<file path="config.mk">
export PLATFORM = sky130hd
export DESIGN_NAME = fft_bitrev_buffer
export DESIGN_NICKNAME = d
export VERILOG_FILES = /design/src/rtl/fft_bitrev_buffer.sv
export SDC_FILE = /design/constraint.sdc
export NUM_CORES = 1
export LEC_CHECK = 0
export BUFFER_PORTS_ARGS = -buffer_cell sky130_fd_sc_hd__buf_2
export CORE_MARGIN = 2
export CORE_UTILIZATION = 50
export DETAILED_ROUTE_END_ITERATION = 7
export PLACE_DENSITY = 0.74
export SLEW_MARGIN = 20
export SYNTH_ARGS = -nofsm -noshare
export SYNTH_HDL_FRONTEND = slang
export SYNTH_SLANG_ARGS = --single-unit
</file>
<file path="constraint.sdc">
create_clock -name clk -period 3 [get_ports clk]
set_input_delay 0.75 -clock clk [delete_from_list [all_inputs] [get_ports clk]]
set_output_delay 0.75 -clock clk [all_outputs]
set_load 0.02 [all_outputs]
</file>
<file path="src/rtl/fft_bitrev_buffer.sv">
// fft_bitrev_buffer
// Streaming reorder stage ahead of a radix-2 FFT. Samples arrive in natural
// order and each complete frame is re-emitted in bit-reversed index order,
// or in natural order when the frame was tagged as bypass. Two frame banks
// ping-pong so one bank can fill while the other drains.
module fft_bitrev_buffer #(
   parameter int SAMPLES = 4,
   parameter int WIDTH   = 3,
   localparam int AW     = $clog2(SAMPLES)
) (
   input  logic             clk,
   input  logic             reset,
   input  logic             in_valid,
   output logic             in_ready,
   input  logic [WIDTH-1:0] in_data,
   input  logic             bypass,
   output logic             out_valid,
   input  logic             out_ready,
   output logic [WIDTH-1:0] out_data,
   output logic [AW-1:0]    out_index,
   output logic             out_last
);

   localparam logic [AW-1:0] LAST_IDX = AW'(SAMPLES - 1);

   // Frame storage: two banks, no reset (contents are only read once the
   // bank's full flag says a whole frame has been written).
   logic [WIDTH-1:0] mem_q [2][SAMPLES];

   logic          wr_bank_q, wr_bank_d;
   logic [AW-1:0] wr_cnt_q,  wr_cnt_d;
   logic          rd_bank_q, rd_bank_d;
   logic [AW-1:0] rd_cnt_q,  rd_cnt_d;
   logic [1:0]    full_q,    full_d;
   logic [1:0]    bank_mode_q, bank_mode_d;

   logic          wr_fire;
   logic          rd_fire;
   logic [AW-1:0] rd_cnt_rev;
   logic [AW-1:0] src_idx;

   // Bit-reversed read counter: bit gi of the result is bit AW-1-gi of the count.
   generate
      for (genvar gi = 0; gi < AW; gi++) begin : g_bitrev
         assign rd_cnt_rev[gi] = rd_cnt_q[AW-1-gi];
      end
   endgenerate

   // Handshake outputs and read-side addressing, all straight from registers.
   always_comb begin
      in_ready  = !full_q[wr_bank_q];
      out_valid = full_q[rd_bank_q];
      src_idx   = bank_mode_q[rd_bank_q] ? rd_cnt_q : rd_cnt_rev;
      out_data  = mem_q[rd_bank_q][src_idx];
      out_index = src_idx;
      out_last  = out_valid && (rd_cnt_q == LAST_IDX);
      wr_fire   = in_valid && in_ready;
      rd_fire   = out_valid && out_ready;
   end

   // Next-state for counters, bank pointers, full flags and per-bank mode.
   // A write only ever targets a non-full bank and a read only a full one,
   // so a completing write and a completing read never touch the same bit.
   always_comb begin
      wr_bank_d   = wr_bank_q;
      wr_cnt_d    = wr_cnt_q;
      rd_bank_d   = rd_bank_q;
      rd_cnt_d    = rd_cnt_q;
      full_d      = full_q;
      bank_mode_d = bank_mode_q;

      if (wr_fire) begin
         wr_cnt_d = wr_cnt_q + 1'b1;
         if (wr_cnt_q == '0) begin
            bank_mode_d[wr_bank_q] = bypass;
         end
         if (wr_cnt_q == LAST_IDX) begin
            full_d[wr_bank_q] = 1'b1;
            wr_bank_d         = ~wr_bank_q;
         end
      end

      if (rd_fire) begin
         rd_cnt_d = rd_cnt_q + 1'b1;
         if (rd_cnt_q == LAST_IDX) begin
            full_d[rd_bank_q] = 1'b0;
            rd_bank_d         = ~rd_bank_q;
         end
      end
   end

   // Control state register; reset discards any partial or pending frame.
   always_ff @(posedge clk) begin
      if (reset) begin
         wr_bank_q   <= 1'b0;
         wr_cnt_q    <= '0;
         rd_bank_q   <= 1'b0;
         rd_cnt_q    <= '0;
         full_q      <= '0;
         bank_mode_q <= '0;
      end else begin
         wr_bank_q   <= wr_bank_d;
         wr_cnt_q    <= wr_cnt_d;
         rd_bank_q   <= rd_bank_d;
         rd_cnt_q    <= rd_cnt_d;
         full_q      <= full_d;
         bank_mode_q <= bank_mode_d;
      end
   end

   // Sample capture into the current write bank.
   always_ff @(posedge clk) begin
      if (wr_fire) begin
         mem_q[wr_bank_q][wr_cnt_q] <= in_data;
      end
   end

endmodule

</file>
==> impl_metrics.json <==
{
  "endpoint_kind": "output pin",
  "cts_tree": "yes",
  "mostFrequentLayoutCells": "24 x edfxtp_1, 15 x buf_2, 10 x mux2i_1, 10 x dfxtp_1, 8 x nor2_1",
  "tns_ps": 0,
  "top_layer_used": "met4",
  "r2r_end": "mem_q[1][0]$_DFFE_PP_",
  "routedWlPerCell_um": 16.10,
  "core_area_sq_mm": 0.002805,
  "routed_wl_um": 2609,
  "syn-cell-area_sq_mm": 0.001510,
  "slew_headroom_pct": 56.89,
  "grt_pass1_wl_um": 4319,
  "hold_path_depth": 2,
  "postRouteAntennaNets": 0,
  "post-route-period-util_pct": 94.84,
  "hpwl_um": 1956,
  "rows": 19,
  "hp-start": "wr_cnt_q[1]$_SDFFE_PP0N_",
  "drt-initial-drc-count": 44,
  "tightest_slew_ps": 645.3,
  "violations": "design-rule violations",
  "first_global_vias": 903,
  "power_frac_seq_pct": 58.5,
  "p_leak_uw": 0.0006940,
  "critical_path.max_fanout": 6,
  "grt_max_degree": 12,
  "wl_met1_um": 1102,
  "wl_met3_um": 136,
  "synth-seq-cells": 35,
  "netlist_instances": 106,
  "crit_path_max_incr_delay_ps": 410,
  "first_pass_iters": 6,
  "via_per_inst": 5.556,
  "whs_ps": 508.8,
  "die_y_um": 58.96,
  "yosysSeqAreaShare_pct": 62.30,
  "synth_warnings": 0,
  "p_clk_share_pct": 34.4,
  "grt_setup_unrepaired": "no",
  "cap_viol_max_count": 0,
  "die_x_um": 58.96,
  "start_util_pct": 53.84,
  "reg2reg_depth": 3,
  "syn-num-nets": 119,
  "route.detailed.drc": 1,
  "min_period_ps": 2845,
  "gp_congestion": 0.7458,
  "antennaDiodeCount": 0,
  "dp_slack_ps": 183.5,
  "min_to": "wr_cnt_q[1]$_SDFFE_PP0N_",
  "crit_chain": "mux2i_4 > mux2i_2 > buf_4 > mux4_1 > mux2_2 > buf_2",
  "htreeDepth": 2,
  "fmaxAchievable_mhz": 351.5,
  "required_ps": 2250,
  "via_count": 900,
  "cp_slowest_cell": "dfxtp_4",
  "clkSinkCount": 35,
  "cts_buffers": 5,
  "antenna_found_initial": 0,
  "setup_viol": 0,
  "reg2reg_from": "wr_cnt_q[1]$_SDFFE_PP0N_",
  "p_per_area_mw_per_mm2": 522.8,
  "grt_use_total_pct": 17.63,
  "clkTransAtPathRegs_ps": 100,
  "finClkSkew_ps": 3.914,
  "dpl_cell_area_sq_mm": 0.001624,
  "startpoint_type": "flop",
  "hold_path_class": "reg2reg",
  "synth_cell_types": 23,
  "port_buffers": 15,
  "switchingPower_uw": 193.4,
  "p_int_uw": 718.3,
  "hold_violations": 0,
  "avgSynthCellArea_sq_um": 14.25,
  "syn_to_final_growth_pct": 15.49,
  "status": "finished with violations",
  "pin_count": 16,
  "timing.reg2reg.setup_slack_ps": 1440,
  "drive_gt1_share_pct": 26.72,
  "root_buffer": "clkbuf_4",
  "final_common_cell": "edfxtp_1",
  "grt-ovfl-total": 0,
  "power_frac_comb_pct": 7.1,
  "nNetsFinal": 143,
  "cp.arrival_ps": 2100,
  "clk_latency_ps": 330,
  "finalMaxSlewViolations": 0,
  "worst-setup-path-type": "reg2out",
  "worst_slack_ps": 154.8,
  "stdcell_area_sq_mm": 0.001744,
  "clk_path_buf_depth": 2,
  "dieArea_sq_mm": 0.003476,
  "final_core_util_pct": 62.18,
  "switching_share_pct": 21.22,
  "startpoint": "rd_bank_q$_SDFFE_PP0P_",
  "ir_drop_uv": 359.3,
  "dr_wl_met2_um": 1310
}
## flip-flops by register name (all words and copies together), names as in the netlist, named ones only
name,count
wr_bank_q,1
full_q,2
bank_mode_q,2
rd_bank_q,1
rd_cnt_q,2
mem_q,24
wr_cnt_q,2
## logic make-up after synthesis
group                    synth area share (%)
adder cells (fa/ha/maj)                 4.143
AO/OA/AOI/OAI                           3.148
multiplexers                            18.14
flip-flops                              62.30
XOR/XNOR                                1.160
AND/OR/NAND/NOR                         9.362
buffers and inverters                   1.740
## timing repair
item,CTS,global route
buffers inserted,1,2
hold buffers,0,0
endpoints found under the setup margin,3,3
resized for setup,2,2
## per-layer routing
| layer | up-vias | track usage [%] |
|---|---|---|
| li1 | 446 | - |
| met4 | 0 | 8.117 |
| met3 | 6 | 6.593 |
| met2 | 26 | 29.21 |
| met1 | 422 | 20.20 |
| met5 | - | 0 |
## critical path: cells and delay by family (launching register included)
| family | cells | cell delay [ps] |
|---|---|---|
| flip-flops | 1 | 410 |
| multiplexers | 4 | 1030 |
| buffers and inverters | 2 | 330 |
## cell usage after synthesis
cell	number	area, sq um
and3_1	3	18.77
buf_1	1	3.750
a41o_2	1	11.26
dfxtp_1	11	220.2
a21oi_1	5	25.02
xor2_1	1	8.760
ha_1	5	62.56
mux2i_2	1	13.76
nor2_1	8	30.03
mux4_1	4	105.1
mux2_2	4	45.04
nand3_1	5	25.02
nor3b_1	1	7.510
xnor2_1	1	8.760
inv_1	5	18.77
and3b_1	1	8.760
mux2i_1	11	110.1
clkbuf_1	1	3.750
o21ai_0	1	5.000
nand2_1	7	26.28
a31oi_1	1	6.260
and2_1	4	25.02
edfxtp_1	24	720.7
## final cells by class
cell class | count | area [sq um]
clock buffers | 7 | 76.32
clock inverters | 1 | 5.005
fillers | 227 | 1061
inverters | 5 | 18.77
multi-input cells | 64 | 555.5
flip-flops and latches | 35 | 944.7
well taps | 31 | 38.79
repair buffers | 19 | 105.1
## per-stage QoR
step,std cells,total power (uW)
floorplan,106,582.5
global placement,151,602.9
detailed placement,151,608.0
CTS,160,924.7
global route,162,951.6
finish,162,911.8
## worst max-delay path by stage
stage                     cells past startpoint          end
final                                         6  out_data[1]
after CTS                                     6  out_data[0]
after global routing                          6  out_data[1]
after detailed placement                      5  out_data[0]
after global placement                        5  out_data[1]
after floorplan                               4  out_data[0]
## power by group through the flow
stage	Combinational (uW)	Sequential [uW]	Clock (uW)
2_1_floorplan	39.7	543	0
3_5_place_dp	63.0	545	0
6_report	64.5	533	314
5_1_grt	72.3	535	344
4_1_cts	63.8	534	327
3_3_place_gp	58.9	544	0
No activity file was read; power rests on OpenSTA's default activity.
